$ cat src/rtl/sync_fifo_core_if.sv
// sync_fifo_core_if
//   Bundles the request/response signals of sync_fifo_core. The clock and
//   reset stay plain ports on the FIFO.
//
//   Handshake:
//   - wclk_en is a write request. It is accepted on a rising edge only when
//     full is low. full acts as the inverse of a write-ready.
//   - rd_en is a read request. It is accepted on a rising edge only when
//     empty is low. empty acts as the inverse of a read-valid.
//   - A request that is not accepted changes nothing except the sticky
//     error flags.
//
//   Modports
//     master : the user of the FIFO. It drives the requests, write data and
//              clr_err, and observes the data, status and error outputs.
//     slave  : the FIFO itself.
interface sync_fifo_core_if #(
  parameter int DATA_W = 8,
  parameter int ADDR_W = 4
);
  logic              wclk_en;
  logic [DATA_W-1:0] data_in;
  logic              rd_en;
  logic [DATA_W-1:0] data_out;
  logic              full;
  logic              empty;
  logic              almost_full;
  logic              almost_empty;
  logic [ADDR_W:0]   count;
  logic              overflow;
  logic              underflow;
  logic              clr_err;

  modport master (
    output wclk_en, data_in, rd_en, clr_err,
    input  data_out, full, empty, almost_full, almost_empty, count,
           overflow, underflow
  );

  modport slave (
    input  wclk_en, data_in, rd_en, clr_err,
    output data_out, full, empty, almost_full, almost_empty, count,
           overflow, underflow
  );
endinterface

$ cat src/rtl/sync_fifo_core.sv
// sync_fifo_core
//   Single-clock FIFO with flop-array storage. It keeps write and read
//   pointers, an occupancy counter, status flags decoded from that counter,
//   and sticky overflow/underflow flags.
//
//   FWFT = 0 : data_out is registered. It updates on the edge that accepts
//              a read, and otherwise holds its last value.
//   FWFT = 1 : data_out shows mem[rptr] combinationally and is valid
//              whenever empty is low. rd_en pops the word on data_out.
//
//   Ports
//     clk    : the single clock. All state changes on its rising edge.
//     rst_n  : asynchronous active-low reset. The storage array is not reset.
//     bus    : sync_fifo_core_if.slave. It carries wclk_en, data_in, rd_en,
//              data_out, full, empty, almost_full, almost_empty, count,
//              overflow, underflow and clr_err.
module sync_fifo_core #(
  parameter int DATA_W = 8,
  parameter int ADDR_W = 4,
  parameter int AF_LVL = 12,
  parameter int AE_LVL = 4,
  parameter bit FWFT   = 1'b0
) (
  input  logic               clk,
  input  logic               rst_n,
  sync_fifo_core_if.slave    bus
);
  localparam int              DEPTH   = 1 << ADDR_W;
  localparam logic [ADDR_W:0] DEPTH_C = (ADDR_W+1)'(DEPTH);
  localparam logic [ADDR_W:0] AF_C    = (ADDR_W+1)'(AF_LVL);
  localparam logic [ADDR_W:0] AE_C    = (ADDR_W+1)'(AE_LVL);

  logic [DATA_W-1:0] mem_q [DEPTH];

  logic [ADDR_W-1:0] wptr_q, wptr_d;
  logic [ADDR_W-1:0] rptr_q, rptr_d;
  logic [ADDR_W:0]   count_q, count_d;
  logic [DATA_W-1:0] dout_q, dout_d;
  logic              ovf_q, ovf_d;
  logic              udf_q, udf_d;

  logic full, empty, wen, ren;

  // The flags decode the registered count. An operation therefore shows up
  // in the flags one cycle after the edge that performed it.
  assign full  = (count_q == DEPTH_C);
  assign empty = (count_q == '0);

  // At full, a simultaneous read still pops and the write is rejected.
  // At empty, a simultaneous write still lands and the read is rejected.
  assign wen = bus.wclk_en & ~full;
  assign ren = bus.rd_en   & ~empty;

  always_comb begin
    wptr_d  = wptr_q;
    rptr_d  = rptr_q;
    count_d = count_q;
    dout_d  = dout_q;
    ovf_d   = ovf_q;
    udf_d   = udf_q;

    // The pointers are ADDR_W bits wide, so they wrap from DEPTH-1 to 0
    // without any extra logic.
    if (wen) wptr_d = wptr_q + 1'b1;
    if (ren) rptr_d = rptr_q + 1'b1;

    unique case ({wen, ren})
      2'b10:   count_d = count_q + 1'b1;
      2'b01:   count_d = count_q - 1'b1;
      default: count_d = count_q;
    endcase

    if (ren) dout_d = mem_q[rptr_q];

    // clr_err is applied first, so a new error in the same cycle wins.
    if (bus.clr_err) begin
      ovf_d = 1'b0;
      udf_d = 1'b0;
    end
    if (bus.wclk_en & full) ovf_d = 1'b1;
    if (bus.rd_en & empty)  udf_d = 1'b1;
  end

  always_ff @(posedge clk or negedge rst_n) begin
    if (!rst_n) begin
      wptr_q  <= '0;
      rptr_q  <= '0;
      count_q <= '0;
      dout_q  <= '0;
      ovf_q   <= 1'b0;
      udf_q   <= 1'b0;
    end else begin
      wptr_q  <= wptr_d;
      rptr_q  <= rptr_d;
      count_q <= count_d;
      dout_q  <= dout_d;
      ovf_q   <= ovf_d;
      udf_q   <= udf_d;
    end
  end

  // The storage array has no reset. After a reset, the old contents cannot
  // be reached because count returns to zero.
  always_ff @(posedge clk) begin
    if (wen) mem_q[wptr_q] <= bus.data_in;
  end

  generate
    if (FWFT) begin : g_fwft
      assign bus.data_out = mem_q[rptr_q];
    end else begin : g_std
      assign bus.data_out = dout_q;
    end
  endgenerate

  assign bus.full         = full;
  assign bus.empty        = empty;
  assign bus.almost_full  = (count_q >= AF_C);
  assign bus.almost_empty = (count_q <= AE_C);
  assign bus.count        = count_q;
  assign bus.overflow     = ovf_q;
  assign bus.underflow    = udf_q;
endmodule
$ cat src/flat_wrapper.sv
// flat-port wrapper written by rule: the top's interface ports become plain ports
module sync_fifo_core_flat 
#(
  parameter int DATA_W = 8,
  parameter int ADDR_W = 4,
  parameter int AF_LVL = 12,
  parameter int AE_LVL = 4,
  parameter bit FWFT   = 1'b0
)
  (clk, rst_n, bus_wclk_en, bus_data_in, bus_rd_en, bus_clr_err, bus_data_out, bus_full, bus_empty, bus_almost_full, bus_almost_empty, bus_count, bus_overflow, bus_underflow);
  sync_fifo_core_if #(.DATA_W(DATA_W), .ADDR_W(ADDR_W)) bus_i ();
  input  logic clk;
  input  logic rst_n;
  input wire logic [$bits(bus_i.wclk_en)-1:0] bus_wclk_en;
  input wire logic [$bits(bus_i.data_in)-1:0] bus_data_in;
  input wire logic [$bits(bus_i.rd_en)-1:0] bus_rd_en;
  input wire logic [$bits(bus_i.clr_err)-1:0] bus_clr_err;
  output wire logic [$bits(bus_i.data_out)-1:0] bus_data_out;
  output wire logic [$bits(bus_i.full)-1:0] bus_full;
  output wire logic [$bits(bus_i.empty)-1:0] bus_empty;
  output wire logic [$bits(bus_i.almost_full)-1:0] bus_almost_full;
  output wire logic [$bits(bus_i.almost_empty)-1:0] bus_almost_empty;
  output wire logic [$bits(bus_i.count)-1:0] bus_count;
  output wire logic [$bits(bus_i.overflow)-1:0] bus_overflow;
  output wire logic [$bits(bus_i.underflow)-1:0] bus_underflow;
  assign bus_i.wclk_en = bus_wclk_en;
  assign bus_i.data_in = bus_data_in;
  assign bus_i.rd_en = bus_rd_en;
  assign bus_i.clr_err = bus_clr_err;
  assign bus_data_out = bus_i.data_out;
  assign bus_full = bus_i.full;
  assign bus_empty = bus_i.empty;
  assign bus_almost_full = bus_i.almost_full;
  assign bus_almost_empty = bus_i.almost_empty;
  assign bus_count = bus_i.count;
  assign bus_overflow = bus_i.overflow;
  assign bus_underflow = bus_i.underflow;
  sync_fifo_core #(.DATA_W(DATA_W), .ADDR_W(ADDR_W), .AF_LVL(AF_LVL), .AE_LVL(AE_LVL), .FWFT(FWFT)) u_core (.clk(clk), .rst_n(rst_n), .bus(bus_i));
endmodule
$ cat config.mk
export PLATFORM = sky130hd
export DESIGN_NAME = sync_fifo_core_flat
export DESIGN_NICKNAME = d
export VERILOG_FILES = /design/src/rtl/sync_fifo_core_if.sv /design/src/rtl/sync_fifo_core.sv /design/src/flat_wrapper.sv
export SDC_FILE = /design/constraint.sdc
export NUM_CORES = 1
export LEC_CHECK = 0
export CAP_MARGIN = 10
export CELL_PAD_IN_SITES_DETAIL_PLACEMENT = 2
export CELL_PAD_IN_SITES_GLOBAL_PLACEMENT = 2
export CORE_MARGIN = 2
export CORE_UTILIZATION = 50
export CTS_CLUSTER_SIZE = 14
export DETAILED_ROUTE_END_ITERATION = 8
export GPL_TIMING_DRIVEN = 1
export PLACE_DENSITY_LB_ADDON = 0.05
export SLEW_MARGIN = 20
export SYNTH_ARGS = -nofsm -noshare
export SYNTH_HDL_FRONTEND = slang
export SYNTH_SLANG_ARGS = --single-unit
$ cat constraint.sdc
create_clock -name clk -period 7.6 [get_ports clk]
set_input_delay 0.76 -clock clk [delete_from_list [all_inputs] [get_ports clk]]
set_output_delay 0.76 -clock clk [all_outputs]
set_load 0.01 [all_outputs]
==> impl_metrics.yaml <==
setup_path:
  r2r-start: "u_core.bus.count[2]"
  critPathBufInv: 1
  regToRegSetupSlack_ns: 4.47
  cpPeakStageDelay_ns: 0.72
  crit_chain: "clkdlybuf4s50_1 -> o31a_1 -> ha_1 -> xor2_1 -> ha_1 -> and3b_1 -> o21ai_0 -> a21oi_1 -> xnor2_1"
  cp-start-kind: "input port"
  crit_start: "bus_rd_en"
  worstSetupPathType: "input port to flop"
  cp_max_fo: 22
  required_ns: 7.95
  worstPathArrival_ns: 3.56
  cpMostUsedCell: "ha_1"
  crit_cells: 9
  slowest_stage: "o31a_1"
  cp-endpoint: "u_core.bus.count[4]"
  cp_top_family: "compound AO/OA/AOI/OAI gates"
  reg2reg_to: "u_core.bus.count[4]"
  worstSetupEndpointType: "flop"
  worst-r2r-cell-count: 9
timing:
  fin_setup_tns_ns: 0
  slew_viol_final: 0
  tightest_slew_ns: 0.996
  min_period_ns: 3.21
  setup_violations: 0
  fin_skew_ns: 0.00649
  clock.fmax_ghz: 0.311
  layout_setup_ws_ns: 4.39
  slew-limit-headroom_pct: 33.3
  period_share_pct: 42.2
  final_hold_viol_count: 0
  rsz0062_at_grt: "false"
clocking:
  cts_resized: 0
  cts.path.max_buffers: 2
  root_buffer: "clkbuf_16"
  cts_sinks: 151
  htreeDepth: 4
  clk_pin_slew_ns: 0.06
  cts_setup_buffers: 0
  cts_buffers: 17
  clk_latency_ns: 0.43
  cts_tree: "yes"
  hold_buffers: 0
logic_synthesis:
  synth_ff_type: "edfxtp_1"
  syn_nets: 340
  ys_seq_area_share_pct: 71.7
  synth.most_common_cell: "edfxtp_1"
  yosysTopAreaCell: "edfxtp_1"
  yosysWarnings: 0
  ys_top_cells_by_area: "edfxtp_1, mux4_1, dfrtp_1, mux4_2, mux2_2"
  synth_seq_cells: 151
  synth-edff-count: 128
  synth_area_per_cell_sq_um: 19.3
  syn_area_sq_um: 6160
  synth_top_area_share_pct: 62.4
  synth_commonest_cells: "edfxtp_1, dfrtp_1, mux4_1"
  async_reset_ff_share_pct: 15.2
  ys_types: 34
  synth_cells: 319
routing:
  avgViaCountPerCell: 6.08
  vias: 3102
  wl_mm: 14.8
  wire_per_inst_microns: 29.0
  drc_errors: 0
  drt_iter0_drc: 232
  firstDrtPassIters: 4
  antenna_left: 0
placement:
  gp_congestion: 0.762
  hpwl_mm: 9.03
  place_ws_ns: 4.07
  portBuffers: 31
  place_area_sq_um: 6550
status:
  status: "completed"
floorplan:
  die_y_microns: 115
  ios: 32
  num_rows: 40
  dieArea_sq_um: 13200
  core_sq_um: 12000
  initial_core_util_pct: 51.3
  die_w_microns: 115
global_routing:
  grt_overflow_total: 0
  grt_pass1_wl_mm: 22.5
  grt_pass1_vias: 3471
  antenna_found_initial: 0
  grt_max_degree: 36
  track_usage_pct: 24.8
cells_and_area:
  area_delta_synth_final_pct: 16.6
  drive_gt1_share_pct: 16.5
  nets: 372
  postLayoutCellArea_sq_um: 7180
  antenna_cells: 0
  num-fill-cells: 961
hold_path:
  hold_path_class: "input port to async pin"
power_and_ir_drop:
  powerDensity_nw_per_um2: 398
  leakage_uw: 0.00246
  ir_worst_vdd_mv: 0.176
job:
  cap_violations: 0
==> logic make-up (layout without fill, tap and decap cells) <==
kind of cell	count (synthesis)	after routing	synth area share [%]
multiplexers	42	42	14.9
adder cells (fa/ha/maj)	8	8	1.62
flip-flops	151	151	71.7
AO/OA/AOI/OAI	39	39	4.27
XOR/XNOR	13	13	1.85
AND/OR/NAND/NOR	40	40	3.21
buffers and inverters	26	70	2.46
==> worst min-delay path by stage <==
stage                           end  slack [ns]  cells after the start
2_1_floorplan   u_core.bus.count[0]        0.46                      0
3_3_place_gp    u_core.bus.overflow        0.49                      1
3_5_place_dp   u_core.bus.underflow        0.50                      1
4_1_cts        u_core.bus.underflow        0.51                      1
5_1_grt         u_core.bus.count[3]        0.35                      1
6_report        u_core.bus.count[3]        0.32                      1
==> sequential cells by signal, summed over array words and instances, names as in the netlist <==
signal                cells
u_core.bus.count          5
u_core.mem_q            128
u_core.rptr_q             4
u_core.bus.overflow       1
u_core.bus.underflow      1
u_core.bus.data_out       8
u_core.wptr_q             4
==> layout make-up <==
class,instances,area [sq um],share of cell area (%)
inverters,6,22.5,0.313
clock inverters,14,208,2.89
clock buffers,17,425,5.92
multi-input cells,142,1600,22.3
well taps,147,184,2.56
flip-flops and latches,151,4420,61.6
repair buffers,33,320,4.46
==> report_power, final <==
group,total [uW],leakage (uW),internal (uW),switching (uW)
logic,711,0.000734,377,334
clock network,913,0.000300,577,336
registers,1240,0.00142,1030,206
==> placed cells by master, fill, tap and decap left out, types with 7 or more instances in the layout <==
master / instances
mux2_2: 10
nand2_1: 8
edfxtp_1: 128
clkdlybuf4s50_1: 30
mux4_1: 22
xnor2_1: 7
ha_1: 8
o22ai_1: 16
nor2_1: 13
dfrtp_1: 21
clkbuf_16: 17
mux4_2: 10
a21oi_1: 11
==> per-stage QoR <==
stage / total power, uW / util (%) / instances / hold WS (ns)
3_3_place_gp: 1920 / 54.6 / 479 / 0.493
3_5_place_dp: 1960 / 54.6 / 479 / 0.499
4_1_cts: 2890 / 59.8 / 510 / 0.513
5_1_grt: 2990 / 59.8 / 510 / 0.348
2_1_floorplan: 1670 / - / 319 / 0.464
6_report: 2860 / 59.8 / 510 / 0.317
==> metal layers <==
metal | global-route usage (%) | up-vias | routed length [microns]
met5 | 0 | - | 0
li1 | - | 1358 | -
met3 | 5.17 | 16 | 532
met1 | 33.2 | 1658 | 6420
met4 | 8.92 | 0 | 199
met2 | 41.0 | 70 | 7620
Note: power is estimated with default switching activity, not from simulation.
